<file path="src/rtl/button_gesture_decoder.sv">
// Classifies a debounced button level into short, long and double press events,
// presented through a one-deep valid/ready output buffer with a sticky overflow flag.
module button_gesture_decoder #(
    parameter int unsigned LONG_CYCLES = 25_000_000,
    parameter int unsigned GAP_CYCLES  = 12_500_000,
    parameter int unsigned CNT_W       = 25
) (
    input  logic       CLK,
    input  logic       RST_N,
    input  logic       db_state,
    input  logic       ev_ready,
    output logic       ev_valid,
    output logic [1:0] ev_code,
    output logic       busy,
    output logic       overflow
);

    typedef enum logic [1:0] {
        S_IDLE,
        S_PRESS1,
        S_GAP,
        S_HOLD
    } state_t;

    localparam logic [1:0] EV_NONE   = 2'b00;
    localparam logic [1:0] EV_SHORT  = 2'b01;
    localparam logic [1:0] EV_LONG   = 2'b10;
    localparam logic [1:0] EV_DOUBLE = 2'b11;

    localparam logic [CNT_W-1:0] LONG_LAST = CNT_W'(LONG_CYCLES - 1);
    localparam logic [CNT_W-1:0] GAP_LAST  = CNT_W'(GAP_CYCLES - 1);

    state_t             r_state;
    state_t             w_next_state;
    logic [CNT_W-1:0]   r_cnt;
    logic [CNT_W-1:0]   w_cnt_next;
    logic               r_prev;
    logic               r_ev_valid;
    logic [1:0]         r_ev_code;
    logic               r_overflow;

    logic               w_rise;
    logic               w_fall;
    logic               w_emit;
    logic [1:0]         w_emit_code;
    logic               w_accept;

    assign w_rise   = db_state & ~r_prev;
    assign w_fall   = ~db_state & r_prev;
    assign w_accept = r_ev_valid & ev_ready;

    always_comb begin
        w_next_state = r_state;
        w_emit       = 1'b0;
        w_emit_code  = EV_NONE;
        case (r_state)
            S_IDLE: begin
                if (w_rise) begin
                    w_next_state = S_PRESS1;
                end
            end
            S_PRESS1: begin
                if (w_fall) begin
                    w_next_state = S_GAP;
                end else if (r_cnt == LONG_LAST) begin
                    w_emit       = 1'b1;
                    w_emit_code  = EV_LONG;
                    w_next_state = S_HOLD;
                end
            end
            S_GAP: begin
                // Gap expiry wins over a coincident rise, which then starts a fresh gesture.
                if (r_cnt == GAP_LAST) begin
                    w_emit       = 1'b1;
                    w_emit_code  = EV_SHORT;
                    w_next_state = w_rise ? S_PRESS1 : S_IDLE;
                end else if (w_rise) begin
                    w_emit       = 1'b1;
                    w_emit_code  = EV_DOUBLE;
                    w_next_state = S_HOLD;
                end
            end
            S_HOLD: begin
                if (w_fall) begin
                    w_next_state = S_IDLE;
                end
            end
            default: begin
                w_next_state = S_IDLE;
            end
        endcase
    end

    always_comb begin
        w_cnt_next = r_cnt;
        if (w_next_state != r_state) begin
            w_cnt_next = '0;
        end else if (r_state == S_PRESS1 || r_state == S_GAP) begin
            w_cnt_next = r_cnt + 1'b1;
        end
    end

    always_ff @(posedge CLK or negedge RST_N) begin
        if (!RST_N) begin
            r_state <= S_IDLE;
            r_cnt   <= '0;
            r_prev  <= 1'b1;
        end else begin
            r_state <= w_next_state;
            r_cnt   <= w_cnt_next;
            r_prev  <= db_state;
        end
    end

    always_ff @(posedge CLK or negedge RST_N) begin
        if (!RST_N) begin
            r_ev_valid <= 1'b0;
            r_ev_code  <= EV_NONE;
            r_overflow <= 1'b0;
        end else begin
            if (w_emit && (!r_ev_valid || ev_ready)) begin
                r_ev_valid <= 1'b1;
                r_ev_code  <= w_emit_code;
            end else if (w_emit) begin
                r_overflow <= 1'b1;
            end else if (w_accept) begin
                r_ev_valid <= 1'b0;
                r_ev_code  <= EV_NONE;
            end
        end
    end

    assign ev_valid = r_ev_valid;
    assign ev_code  = r_ev_code;
    assign busy     = (r_state != S_IDLE);
    assign overflow = r_overflow;

endmodule

</file>
<file path="config.mk">
export PLATFORM = sky130hd
export DESIGN_NAME = button_gesture_decoder
export DESIGN_NICKNAME = d
export VERILOG_FILES = /design/src/rtl/button_gesture_decoder.sv
export SDC_FILE = /design/constraint.sdc
export NUM_CORES = 1
export LEC_CHECK = 0
export ABC_AREA = 1
export CAP_MARGIN = 20
export CORE_MARGIN = 4
export CORE_UTILIZATION = 37
export CTS_CLUSTER_DIAMETER = 100
export DETAILED_ROUTE_END_ITERATION = 8
export SYNTH_ARGS = -nofsm -noshare
export SYNTH_HDL_FRONTEND = slang
export SYNTH_SLANG_ARGS = --single-unit
</file>
<file path="constraint.sdc">
create_clock -name CLK -period 4.3 [get_ports CLK]
set_clock_uncertainty 0.05 [all_clocks]
set_input_delay 0.86 -clock CLK [delete_from_list [all_inputs] [get_ports CLK]]
set_output_delay 0.86 -clock CLK [all_outputs]
set_load 0.005 [all_outputs]
</file>
==> impl_results.md <==
- Maximum VDD drop: 0.288 mV
- Pre-Repair DR Iteration Count: 4
- CTS tree: built
- Via count: 1,719
- Routed WL: 4.33 mm
- Core Box Area: 5960 sq um
- GRT Residual Overflow: 0
- Fillers: 639
- Max_cap viols: 0
- Synth cell types: 32
- H-tree depth: 2
- Register area: 802 sq um
- Post-Synth Adder-Cell Area: 3.27%
- Status: finished, final reports clean
- Synth Instances: 284
- FF-to-FF setup slack: 1620 ps
- Initial core utilization: 38.6%
- CP max-delay cell: nand3_4
- Placed cell count: 365
- Largest stage delay on the critical path: 490 ps
- DRC viols: 0
- Syn Std Cell Area: 2300 sq um
- Crit path required time: 4440 ps
- Antenna-violating nets left: 0
- Maximum clock rate: 362 MHz
- Largest family of logic cells by synthesized area: simple AND/OR/NAND/NOR gates
- Post-Synth Simple-Gate Area: 41.5%
- Area grow syn2layout: 9.20%
- Power Density: 439 nW/um^2
- Finished Layout Cells: 372
- Lkg Pwr: 0.00106 uW
- Setup bufs post-CTS: 0
- Reg-to-Reg Start: r_state[0]
- Cells along the critical path: clkdlybuf4s50_1 -> inv_1 -> nand2_1 -> o211ai_1 -> a21boi_0 -> nand2_2 -> o21bai_4 -> nand2_2 -> nand2_2 -> nand3_4 -> nor2_1
- Largest net degree at the start of global routing: 33
- R2R depth: 10
- Maximum buffer depth of the clock tree: 2
- Clk Latency, worst-skew pair: 280 ps
- CP Max Fanout: 25
- Vias in the first global route: 1,748
- Overall die width: 86.8 um
- Compound-cell area share of the yosys netlist: 3.00%
- Crit path arrival time: 2900 ps
- Layout net count: 307
- Final hold viol count: 0
- Post-Syn Nets: 294
- First-pass GRT wire length: 7.79 mm
- Final setup fails: 0
- Hold path depth: 1
- DPL Wire Length: 3.19 mm
- Final period utilization: 64.3%
- RR Endpoint: r_cnt[21]
- RSZ-0062 raised after global routing: no
- Cts repair resizes: 0
- CP Class: in2reg
- DR WL/cell: 11.6 um
- Worst Hold Class: reg2reg
- Port Buffer Count: 8
- Area of the multi-input gates: 1280 sq um
- Via/cell ratio: 4.62
- Final-report max-slew violation count: 0
- Mux contribution to synthesized area: 0.436%
- Inserted Clock Buffers: 5
- Worst slew margin: 53.8%
- Die height: 86.8 um
- Setup tns final: 0 ps
- Initial antenna violation count: 0
- Hold_sp: overflow
- Syn. warnings: 0
- Worst setup SP type: input pin
- CP Capture Type: register
- Final Critical Period: 2760 ps
- CTS clk-pin slew, worst paths: 70 ps
- Hold Path End: overflow
- Hold buffer count at CTS: 0
- Total track usage: 13.0%
- Worst-margin pin slew: 694 ps
- Post-synthesis xor/xnor area fraction: 7.63%
- #FFs+latches synth: 32
- Clk sinks: 32
- Floorplan row count: 28
- I/O pins: 9
- Layout cell share with drive strength beyond 1: 22.6%
- Average size of a mapped cell: 8.09 sq um
- Die area: 7530 sq um
- Root Driver: clkbuf_8
- Post-synthesis sequential area ratio: 34.9%
- Most used cell along the critical path: nand2_2
- Inserted Diodes: 0
- Placer Congestion: 0.879
- DRT iter0 DRCs: 94
==> registers in the layout, indices dropped and copies added, names as in the netlist <==
signal and count:
r_cnt 25, ev_code 2, r_state 2, ev_valid 1, overflow 1, r_prev 1
==> worst max-delay path, delay by kind of cell <==
| kind | cells | cell delay, ps |
|---|---|---|
| buf+inv | 2 | 500 |
| simple gates | 6 | 1070 |
| compound gates | 3 | 480 |
==> through the flow <==
stage	setup WS (ps)	util [%]	power [uW]	instance area [sq um]	hold slack, ps
finish	1540	42.1	1100	2510	410
global route	1340	42.1	1190	2510	454
CTS	1480	42.1	1120	2510	415
detailed placement	1190	40.8	899	2430	400
global placement	1270	40.8	896	2430	393
floorplan	2160	-	886	2300	401
==> worst max path at each step <==
stage / from / endpoint / slack, ps / cells past startpoint
after floorplan: r_state[0] / r_cnt[21] / 2160 / 11
after global placement: db_state / r_cnt[11] / 1270 / 11
after detailed placement: db_state / r_cnt[12] / 1190 / 11
after CTS: db_state / r_cnt[12] / 1480 / 11
after global routing: db_state / r_cnt[12] / 1340 / 11
final: db_state / r_cnt[12] / 1540 / 11
==> routing by layer <==
metal / share of wire, % / up-vias / GRT usage (%)
li1: - / 892 / -
met1: 48 / 797 / 17.3
met2: 47 / 24 / 21.0
met3: 3.7 / 6 / 3.33
met4: 1.1 / 0 / 3.54
met5: 0 / - / 0
==> cell usage after synthesis <==
master | number | area, sq um
nand2_1 | 59 | 221
inv_1 | 36 | 135
nor2_1 | 35 | 131
dfrtp_1 | 31 | 776
nor2_4 | 21 | 236
xor2_1 | 17 | 149
nand3_1 | 13 | 65.1
nand2_2 | 12 | 75.1
nor2_2 | 7 | 43.8
ha_1 | 6 | 75.1
inv_2 | 6 | 22.5
nand3_2 | 6 | 60.1
nand4_1 | 4 | 25.0
nor3_1 | 4 | 20.0
xnor2_1 | 3 | 26.3
a21boi_0 | 2 | 15.0
buf_12 | 2 | 40.0
clkinv_1 | 2 | 7.51
nor3_2 | 2 | 20.0
nor4_1 | 2 | 12.5
o21ai_0 | 2 | 10.0
or2_2 | 2 | 12.5
a21o_1 | 1 | 7.51
a21oi_1 | 1 | 5.00
buf_4 | 1 | 7.51
dfstp_2 | 1 | 26.3
mux2i_1 | 1 | 10.0
nand3_4 | 1 | 17.5
nand4_2 | 1 | 12.5
o211ai_1 | 1 | 7.51
o21ai_1 | 1 | 5.00
o21bai_4 | 1 | 18.8
==> power breakdown <==
| part | internal [uW] | leakage (uW) | switching, uW | total [uW] |
|---|---|---|---|---|
| combinational | 144 | 0.000583 | 383 | 527 |
| clock | 110 | 0.0000410 | 110 | 220 |
| sequential | 326 | 0.000438 | 29.6 | 356 |
| total | 580 | 0.00106 | 522 | 1100 |
==> cells by family (layout without fill, tap and decap cells) <==
group,after synthesis,in the layout
xor gates and xnor gates,20,20
and+or+nand+nor,169,169
adders and majority gates,6,6
DFF,32,32
muxes,1,1
buffers and inverters,47,60
AOI/OAI and AO/OA,9,9
==> area by class of cell <==
| type | count | area share [%] |
|---|---|---|
| Clock buffer | 6 | 2.89 |
| Clock inverter | 1 | 0.200 |
| Inverter | 44 | 6.58 |
| Multi-Input combinational cell | 205 | 51.1 |
| Sequential cell | 32 | 32.0 |
| Tap cell | 75 | 3.74 |
| Timing Repair Buffer | 9 | 3.49 |
==> cell usage in the layout (no fill, tap or decap), drive strengths merged, types with 6 or more instances in the layout <==
cell type | netlist | final
inv | 42 | 42
nor2 | 63 | 63
nor3 | 6 | 6
nand2 | 71 | 71
dfrtp | 31 | 31
nand3 | 20 | 20
clkdlybuf4s50 | 0 | 8
xor2 | 17 | 17
clkbuf | 0 | 6
ha | 6 | 6
No activity file was read; power rests on OpenSTA's default activity.
